[src/rtl/data_mem_req_pkg.sv]
// data_mem_req_pkg: shared state encoding, access-size codes and default widths
package data_mem_req_pkg;
    localparam int ADDR_W_DEF = 32;
    localparam int DATA_W_DEF = 32;
    localparam logic [1:0] SIZE_B = 2'd0;
    localparam logic [1:0] SIZE_H = 2'd1;
    localparam logic [1:0] SIZE_W = 2'd2;
    typedef enum logic [2:0] {IDLE, REQ, WAIT, RESP, DROP} state_e;
endpackage

[src/rtl/data_mem_req_if.sv]
// data_mem_req_if: translated-address request, SRAM-like bus and MEM-stage response signals
interface data_mem_req_if
    import data_mem_req_pkg::*;
#(
    parameter int ADDR_W = ADDR_W_DEF,
    parameter int DATA_W = DATA_W_DEF
);
    logic                flush;
    logic [ADDR_W-1:0]   paddr;
    logic                uncached_en;
    logic                paddr_valid;
    logic                paddr_ready;
    logic                op_we;
    logic [1:0]          op_size;
    logic [DATA_W/8-1:0] op_wstrb;
    logic [DATA_W-1:0]   op_wdata;
    logic                bus_req;
    logic                bus_wr;
    logic [1:0]          bus_size;
    logic [DATA_W/8-1:0] bus_wstrb;
    logic [ADDR_W-1:0]   bus_addr;
    logic [DATA_W-1:0]   bus_wdata;
    logic                bus_uncached;
    logic                bus_addr_ok;
    logic                bus_data_ok;
    logic [DATA_W-1:0]   bus_rdata;
    logic                rsp_valid;
    logic [DATA_W-1:0]   rsp_rdata;
    logic                rsp_ready;
    modport master (
        output flush, paddr, uncached_en, paddr_valid, op_we, op_size, op_wstrb, op_wdata,
               bus_addr_ok, bus_data_ok, bus_rdata, rsp_ready,
        input  paddr_ready, bus_req, bus_wr, bus_size, bus_wstrb, bus_addr, bus_wdata,
               bus_uncached, rsp_valid, rsp_rdata
    );
    modport slave (
        input  flush, paddr, uncached_en, paddr_valid, op_we, op_size, op_wstrb, op_wdata,
               bus_addr_ok, bus_data_ok, bus_rdata, rsp_ready,
        output paddr_ready, bus_req, bus_wr, bus_size, bus_wstrb, bus_addr, bus_wdata,
               bus_uncached, rsp_valid, rsp_rdata
    );
endinterface

[src/rtl/data_mem_req.sv]
// data_mem_req: single-outstanding data-side bus requester; latches a translated request,
// drives one SRAM-like transaction and hands load data / store ack back to MEM, flush-aware
module data_mem_req
    import data_mem_req_pkg::*;
#(
    parameter int ADDR_W = ADDR_W_DEF,
    parameter int DATA_W = DATA_W_DEF
) (
    input logic          clk,
    input logic          reset,
    data_mem_req_if.slave mif
);
    state_e              state_q, state_d;
    logic                wr_q, wr_d;
    logic [1:0]          size_q, size_d;
    logic [DATA_W/8-1:0] wstrb_q, wstrb_d;
    logic [ADDR_W-1:0]   addr_q, addr_d;
    logic [DATA_W-1:0]   wdata_q, wdata_d;
    logic                unc_q, unc_d;
    logic [DATA_W-1:0]   rdata_q, rdata_d;
    logic                accept;

    assign mif.paddr_ready  = (state_q == IDLE) & ~mif.flush;
    assign mif.bus_req      = state_q == REQ;
    assign mif.rsp_valid    = state_q == RESP;
    assign mif.bus_wr       = wr_q;
    assign mif.bus_size     = size_q;
    assign mif.bus_wstrb    = wstrb_q;
    assign mif.bus_addr     = addr_q;
    assign mif.bus_wdata    = wdata_q;
    assign mif.bus_uncached = unc_q;
    assign mif.rsp_rdata    = rdata_q;
    assign accept           = mif.paddr_valid & mif.paddr_ready;

    always_comb begin
        state_d = state_q;
        wr_d    = wr_q;
        size_d  = size_q;
        wstrb_d = wstrb_q;
        addr_d  = addr_q;
        wdata_d = wdata_q;
        unc_d   = unc_q;
        rdata_d = rdata_q;
        case (state_q)
            IDLE: if (accept) begin
                state_d = REQ;
                wr_d    = mif.op_we;
                size_d  = mif.op_size;
                wstrb_d = mif.op_we ? mif.op_wstrb : '0;
                addr_d  = mif.paddr;
                wdata_d = mif.op_wdata;
                unc_d   = mif.uncached_en;
            end
            // an unaccepted request may be withdrawn; an accepted one must be drained
            REQ:  state_d = mif.bus_addr_ok ? (mif.flush ? DROP : WAIT) : (mif.flush ? IDLE : REQ);
            WAIT: if (mif.bus_data_ok) begin
                state_d = mif.flush ? IDLE : RESP;
                rdata_d = wr_q ? '0 : mif.bus_rdata;
            end else if (mif.flush) begin
                state_d = DROP;
            end
            DROP: state_d = mif.bus_data_ok ? IDLE : DROP;
            RESP: state_d = (mif.rsp_ready | mif.flush) ? IDLE : RESP;
            default: state_d = IDLE;
        endcase
    end

    always_ff @(posedge clk or negedge reset) begin
        if (!reset) begin
            state_q <= IDLE;
            wr_q    <= 1'b0;
            size_q  <= '0;
            wstrb_q <= '0;
            addr_q  <= '0;
            wdata_q <= '0;
            unc_q   <= 1'b0;
            rdata_q <= '0;
        end else begin
            state_q <= state_d;
            wr_q    <= wr_d;
            size_q  <= size_d;
            wstrb_q <= wstrb_d;
            addr_q  <= addr_d;
            wdata_q <= wdata_d;
            unc_q   <= unc_d;
            rdata_q <= rdata_d;
        end
    end
endmodule

[src/flat_wrapper.sv]
// flat-port wrapper written by rule: the top's interface ports become plain ports
module data_mem_req_flat import data_mem_req_pkg::*;
#(
    parameter int ADDR_W = ADDR_W_DEF,
    parameter int DATA_W = DATA_W_DEF
)
  (clk, reset, mif_flush, mif_paddr, mif_uncached_en, mif_paddr_valid, mif_op_we, mif_op_size, mif_op_wstrb, mif_op_wdata, mif_bus_addr_ok, mif_bus_data_ok, mif_bus_rdata, mif_rsp_ready, mif_paddr_ready, mif_bus_req, mif_bus_wr, mif_bus_size, mif_bus_wstrb, mif_bus_addr, mif_bus_wdata, mif_bus_uncached, mif_rsp_valid, mif_rsp_rdata);
  data_mem_req_if #(.ADDR_W(ADDR_W), .DATA_W(DATA_W)) mif_i ();
  input logic clk;
  input logic reset;
  input wire logic [$bits(mif_i.flush)-1:0] mif_flush;
  input wire logic [$bits(mif_i.paddr)-1:0] mif_paddr;
  input wire logic [$bits(mif_i.uncached_en)-1:0] mif_uncached_en;
  input wire logic [$bits(mif_i.paddr_valid)-1:0] mif_paddr_valid;
  input wire logic [$bits(mif_i.op_we)-1:0] mif_op_we;
  input wire logic [$bits(mif_i.op_size)-1:0] mif_op_size;
  input wire logic [$bits(mif_i.op_wstrb)-1:0] mif_op_wstrb;
  input wire logic [$bits(mif_i.op_wdata)-1:0] mif_op_wdata;
  input wire logic [$bits(mif_i.bus_addr_ok)-1:0] mif_bus_addr_ok;
  input wire logic [$bits(mif_i.bus_data_ok)-1:0] mif_bus_data_ok;
  input wire logic [$bits(mif_i.bus_rdata)-1:0] mif_bus_rdata;
  input wire logic [$bits(mif_i.rsp_ready)-1:0] mif_rsp_ready;
  output wire logic [$bits(mif_i.paddr_ready)-1:0] mif_paddr_ready;
  output wire logic [$bits(mif_i.bus_req)-1:0] mif_bus_req;
  output wire logic [$bits(mif_i.bus_wr)-1:0] mif_bus_wr;
  output wire logic [$bits(mif_i.bus_size)-1:0] mif_bus_size;
  output wire logic [$bits(mif_i.bus_wstrb)-1:0] mif_bus_wstrb;
  output wire logic [$bits(mif_i.bus_addr)-1:0] mif_bus_addr;
  output wire logic [$bits(mif_i.bus_wdata)-1:0] mif_bus_wdata;
  output wire logic [$bits(mif_i.bus_uncached)-1:0] mif_bus_uncached;
  output wire logic [$bits(mif_i.rsp_valid)-1:0] mif_rsp_valid;
  output wire logic [$bits(mif_i.rsp_rdata)-1:0] mif_rsp_rdata;
  assign mif_i.flush = mif_flush;
  assign mif_i.paddr = mif_paddr;
  assign mif_i.uncached_en = mif_uncached_en;
  assign mif_i.paddr_valid = mif_paddr_valid;
  assign mif_i.op_we = mif_op_we;
  assign mif_i.op_size = mif_op_size;
  assign mif_i.op_wstrb = mif_op_wstrb;
  assign mif_i.op_wdata = mif_op_wdata;
  assign mif_i.bus_addr_ok = mif_bus_addr_ok;
  assign mif_i.bus_data_ok = mif_bus_data_ok;
  assign mif_i.bus_rdata = mif_bus_rdata;
  assign mif_i.rsp_ready = mif_rsp_ready;
  assign mif_paddr_ready = mif_i.paddr_ready;
  assign mif_bus_req = mif_i.bus_req;
  assign mif_bus_wr = mif_i.bus_wr;
  assign mif_bus_size = mif_i.bus_size;
  assign mif_bus_wstrb = mif_i.bus_wstrb;
  assign mif_bus_addr = mif_i.bus_addr;
  assign mif_bus_wdata = mif_i.bus_wdata;
  assign mif_bus_uncached = mif_i.bus_uncached;
  assign mif_rsp_valid = mif_i.rsp_valid;
  assign mif_rsp_rdata = mif_i.rsp_rdata;
  data_mem_req #(.ADDR_W(ADDR_W), .DATA_W(DATA_W)) u_core (.clk(clk), .reset(reset), .mif(mif_i));
endmodule
[config.mk]
export PLATFORM = sky130hd
export DESIGN_NAME = data_mem_req_flat
export DESIGN_NICKNAME = d
export VERILOG_FILES = /design/src/rtl/data_mem_req_pkg.sv /design/src/rtl/data_mem_req_if.sv /design/src/rtl/data_mem_req.sv /design/src/flat_wrapper.sv
export SDC_FILE = /design/constraint.sdc
export NUM_CORES = 1
export LEC_CHECK = 0
export CAP_MARGIN = 20
export CORE_ASPECT_RATIO = 0.8
export CORE_MARGIN = 5
export CORE_UTILIZATION = 34
export DETAILED_ROUTE_END_ITERATION = 8
export PLACE_DENSITY = 0.69
export RECOVER_POWER = 50
export SYNTH_ARGS = -nofsm -noshare
export SYNTH_HDL_FRONTEND = slang
export SYNTH_SLANG_ARGS = --single-unit
[constraint.sdc]
create_clock -name clk -period 1.8 [get_ports clk]
set_input_delay 0.27 -clock clk [delete_from_list [all_inputs] [get_ports clk]]
set_output_delay 0.27 -clock clk [all_outputs]
set_load 0.01 [all_outputs]
# ---- Yosys cells after proc, flatten, opt, wreduce, memory -nomap -nowiden
# Index checks and enable logic that the tools add are counted.
dict set report word_totals {
  register_bits 107
  input_bits 111
  output_inout_bits 107
  word_cells 34
}
dict set report classes {
  n_eq_ne 6
  mux 12
  n_bitwise 4
  n_reduce_logical 4
}
# op n
set ops {}
lappend ops {{$mux 32} 1}
lappend ops {{$mux 3} 6}
lappend ops {{$pmux 3 s5} 1}
lappend ops {{$eq 3x2->1 const B} 2}
lappend ops {{$reduce_and 2->1} 3}
lappend ops {{$mux 2} 2}
lappend ops {{$mux 4} 1}
lappend ops {{$eq 3x1->1 const B} 1}
lappend ops {{$eq 3x3->1 const B} 1}
lappend ops {{$logic_not 3->1} 1}
lappend ops {{$ne 3x3->1 const B} 1}
lappend ops {{$and 1x1->1} 2}
lappend ops {{$ne 2x1->1 const B} 1}
lappend ops {{$mux 1} 1}
lappend ops {{$not 1->1} 1}
lappend ops {{$or 1x1->1} 1}

# ---- Depth between registers and ports, before layout
dict set report depth {
  ltp_word 5
  depth_mapped 6
  depth_no_buf 3
}

# ---- Least setup slack after synthesis
# No wires, ideal clock.
dict set report synth_path {
  path_type {reg-to-reg}
  start {register u_core.state_q[2]}
  end {register u_core.addr_q[0], in the netlist u_core.mif.bus_addr[0]}
  arrival_ns 1.619
  required_time_ns 1.675
  slack_ns 0.056
  path_stages_with_launch 6
  path_buffers 2
  period_less_slack_ns 1.744
  cell_sequence {dfrtp_1 buf_4 nor4_4 nand2_4 buf_6 mux2_4}
}
dict set report synth_between {
  elab_chain_len 4
}
# item line
set synth_lines {}
lappend synth_lines {{start: declaration} data_mem_req.sv:13} ;# state_e state_q, state_d;
lappend synth_lines {{start signal: assignment} data_mem_req.sv:79} ;# state_q <= state_d;
lappend synth_lines {{$logic_not 3->1} data_mem_req.sv:23} ;# assign mif.paddr_ready = (state_q == IDLE) & ~mif.flush;
lappend synth_lines {{$and 1x1->1} data_mem_req.sv:23}
lappend synth_lines {{net mif_paddr_ready} flat_wrapper.sv:23} ;# output wire logic [$bits(mif_i.paddr_ready)-1:0] mif_paddr_ready;
lappend synth_lines {{$and 1x1->1} data_mem_req.sv:33} ;# assign accept = mif.paddr_valid & mif.paddr_ready;
lappend synth_lines {{$reduce_and 2->1 (no source line)} --}
lappend synth_lines {{end signal: assignment} data_mem_req.sv:83} ;# addr_q <= addr_d;
lappend synth_lines {{end: declaration} data_mem_req.sv:17} ;# logic [ADDR_W-1:0] addr_q, addr_d;
# The timed path passes the listed nets, and every way through them passes these cells.
# A chain may end at the register's enable or synchronous reset.

# ---- Worst setup path in the final report
dict set report layout_path {
  start {register u_core.state_q[0]}
  end {register u_core.addr_q[31], in the netlist u_core.mif.bus_addr[31]}
}
dict set report layout_between {
  elab_chain_len 4
}
# item line
set layout_lines {}
lappend layout_lines {{$logic_not 3->1 (*)} {data_mem_req.sv:23, data_mem_req.sv:44}}
lappend layout_lines {{$and 1x1->1} data_mem_req.sv:23}
lappend layout_lines {{$and 1x1->1} data_mem_req.sv:33}
lappend layout_lines {{$reduce_and 2->1 (no source line) (*)} --}
# Mark *: on every way between the ends. The rest lies on a longest branch, timed or not.

==> impl_results.md <==
* Status: complete, no violations
* Total number of vias at 3,244
* Total wire length at 11.60 mm
* Area delta synth->final at 59.98%
* Max-slew violations at 0
* First-pass GRT wire length at 18.57 mm
* Final instance area at 7258 um^2
* H-tree level count at 3
* Initial antenna violation count at 0
* Syn nets at 433
* Max Buffers Root-to-Sink at 2
* P_leak at 3.311 nW
* Crit-path leading delay family: simple AND/OR/NAND/NOR gates
* Met2 Use GR at 24.23%
* Sequential share of the synthesized area at 59.02%
* Vias per inst at 4.450
* Proportion of layout cells with a drive suffix above 1 at 19.68%
* Hold path startpoint: u_core.mif.rsp_rdata[31]
* RePlAce Congestion at 0.7425
* Ys Warns at 0
* Critical path's largest stage delay at 0.41 ns
* Rows at 37
* CP Max Fanout at 40
* DRT Pass-1 Iters at 5
* Synth Cell Area at 4537 um^2
* Logic pwr share at 47.6%
* Unrepaired setup endpoints after global routing: false
* Most common cell after layout, fill and taps aside: clkdlybuf4s50_1
* Sw Ratio at 30.09%
* Max Fclk at 585.4 MHz
* Clock Power Share at 16.7%
* Sw power at 3.602 mW
* Worst slew pin tran at 0.6836 ns
* Yosys top cell area share at 59.02%
* Grt total ovfl at 0
* Max cap viols at 0
* Fin crit period at 1.708 ns
* DP Area at 6968 um^2
* Crit path cell chain: nor4_4 -> clkbuf_1 -> nand2_4 -> buf_12 -> mux2_4
* Die height at 113.3 um
* Power Density at 1649 nW/um^2
* Synth area leader: dfrtp_1
* Critical path's slowest cell: dfrtp_1
* IO Port Bufs at 217
* DP Wirelength at 8.889 mm
* Synth Area per Inst at 14.09 um^2
* Commonest non-fill, non-tap cells in the layout: clkdlybuf4s50_1 (196), dfrtp_1 (107), mux2_4 (66)
* CTS Sinks at 107
* Sequential Power Share at 35.7%
* Worst R2R Setup Slack at 0.09 ns
* Worst reg2reg path endpoint: u_core.mif.bus_addr[31]
* CTS Buf Count at 9
* Share of the clock period used by the worst path at 94.91%
* Pint at 8.369 mW
* Die area at 15,770 um^2
* Pin count of the biggest net entering global routing at 65
* Number of diodes at 0
* FF-to-FF Start: u_core.state_q[0]
* Die Span X at 139.2 um
* Most used routing layer: met2
* Synth cell types at 26
* CTS root buffer: clkbuf_16
* Final setup violation count at 0
* IR Drop Worst-Case VDD at 0.7229 mV
* Routed len/inst at 15.91 um
* Met3 Track Usage GR at 5.999%
* WS Path Type: reg -> reg
* Worst Hold Class: reg -> reg
* Final Net Count at 660
* TritonCTS clock tree: yes
* Filler cells at 1,083
* Dpl ws at -0.2707 ns
* CP Depth at 5
* M1 GR Usage at 17.54%
* Sum Neg Setup Slack at 0 ns
* Reg2reg path depth at 5
* Post-route DRC at 0
* Post-Syn Instances at 322
* Worst-Skew Late Latency at 0.33 ns
* Total track usage at 14.61%
* Max-slew headroom at 54.43%
* Clk slew on worst S/H paths at 0.07 ns
* Final Hold Vio Count at 0
* Worst setup EP type: register
* Post-DRT Antenna Nets at 0
* CP arrival at 1.93 ns
* Hold path cells at 2
* Detailed Route Iter0 Violations at 101
* Vias in the first global route at 3,537
* WP buf/inv at 2
* IO Pins at 218
* #FFs+latches synth at 107
* Initial Util at 35.00%
* Core Area at 12,960 um^2
* Top cells by area, synth: dfrtp_1 (59%), mux2_4 (22%), nand2b_1 (4.4%), o21ai_0 (3.6%), nand2_1 (2.9%)
* Setup Skew at 0.003589 ns
* Hold EP: u_core.mif.rsp_rdata[31]
* Crit start category: register
* Final worst slack at 0.09168 ns
* WP data required at 2.02 ns
[layout make-up]
cell class | instances | area, um^2 | share of cell area, %
flip-flops and latches | 107 | 2678 | 36.89
repair buffers | 236 | 2321 | 31.98
multi-input cells | 195 | 1732 | 23.86
clock buffers | 10 | 239.0 | 3.293
well taps | 175 | 219.0 | 3.017
clock inverters | 6 | 70.07 | 0.9654
[state kept, by name, summed over array words and instances (netlist names)]
register and cells:
u_core.mif.bus_addr 32, u_core.mif.bus_wdata 32, u_core.mif.rsp_rdata 32, u_core.mif.bus_wstrb 4
u_core.state_q 3, u_core.mif.bus_size 2, u_core.mif.bus_uncached 1, u_core.mif.bus_wr 1
[repair_timing]
item	4_1_cts	5_1_grt
buffers inserted	0	2
resized for setup	3	0
endpoints found under the setup margin	3	1
hold buffers	1	0
hold endpoints to repair	23	0
gates cloned	0	0
pin swaps	0	1
[metrics by stage]
stage               total power, mW  std cells  hold WS [ns]  utilization, %
floorplan                     6.927        322      -0.02559               -
global route                  12.67        729        0.5015           55.99
CTS                           12.24        727        0.3880           56.19
finish                        11.97        729        0.4789           55.99
global placement              10.04        710        0.2196           53.75
detailed placement            10.17        710        0.2198           53.75
[synth_stat cells]
cell type	number
dfrtp_1	107
nand4_1	4
clkbuf_1	11
buf_4	1
mux2_2	2
buf_6	7
a2111oi_0	1
nand3b_1	1
a21boi_0	1
buf_2	1
nor3b_1	1
nand4bb_1	1
or3b_2	1
o2111ai_1	1
nor2_1	4
o21a_1	1
nor4b_1	2
nand2b_1	32
a21oi_1	2
nand2_4	1
and3b_1	1
o21ai_0	33
nand2_1	35
a21bo_2	4
nor4_4	1
mux2_4	66
[cell families (layout without fill, tap and decap cells)]
| family | after synthesis | after routing | synth area share (%) |
|---|---|---|---|
| flip-flops | 107 | 107 | 59.02 |
| AND/OR/NAND/NOR | 84 | 84 | 10.26 |
| multiplexers | 68 | 68 | 22.34 |
| AO/OA/AOI/OAI | 43 | 43 | 5.461 |
| buffers and inverters | 20 | 252 | 2.923 |
[power by group through the flow]
| stage | sequential, mW | clock, mW | combinational (mW) |
|---|---|---|---|
| floorplan | 4.78 | 0 | 2.15 |
| global placement | 4.28 | 0 | 5.76 |
| detailed placement | 4.29 | 0 | 5.88 |
| CTS | 4.29 | 2.08 | 5.87 |
| global route | 4.43 | 2.17 | 6.07 |
| finish | 4.27 | 2.00 | 5.69 |
[how the worst max path moves through the flow]
stage                      start                      end  slack, ns
5_1_grt        u_core.state_q[1]        u_core.state_q[0]       0.03
6_report       u_core.state_q[0]  u_core.mif.bus_addr[31]       0.09
4_1_cts        u_core.state_q[2]          mif_paddr_ready      0.005
3_3_place_gp           mif_flush          mif_paddr_ready      -0.26
3_5_place_dp           mif_flush          mif_paddr_ready      -0.27
2_1_floorplan  u_core.state_q[2]   u_core.mif.bus_addr[0]       0.06
[routing by layer]
metal	up-vias	wire, um
met5	-	0
met2	136	5588
li1	1551	-
met3	16	953
met1	1541	4850
met4	0	201
[worst register-to-register path, delay by kind of cell (launching register included)]
| kind | cells | cell delay (ns) |
|---|---|---|
| AND/OR/NAND/NOR | 2 | 0.43 |
| flip-flops | 1 | 0.41 |
| buffers and inverters | 2 | 0.38 |
| multiplexers | 1 | 0.37 |
(Power assumes the default switching activity.)
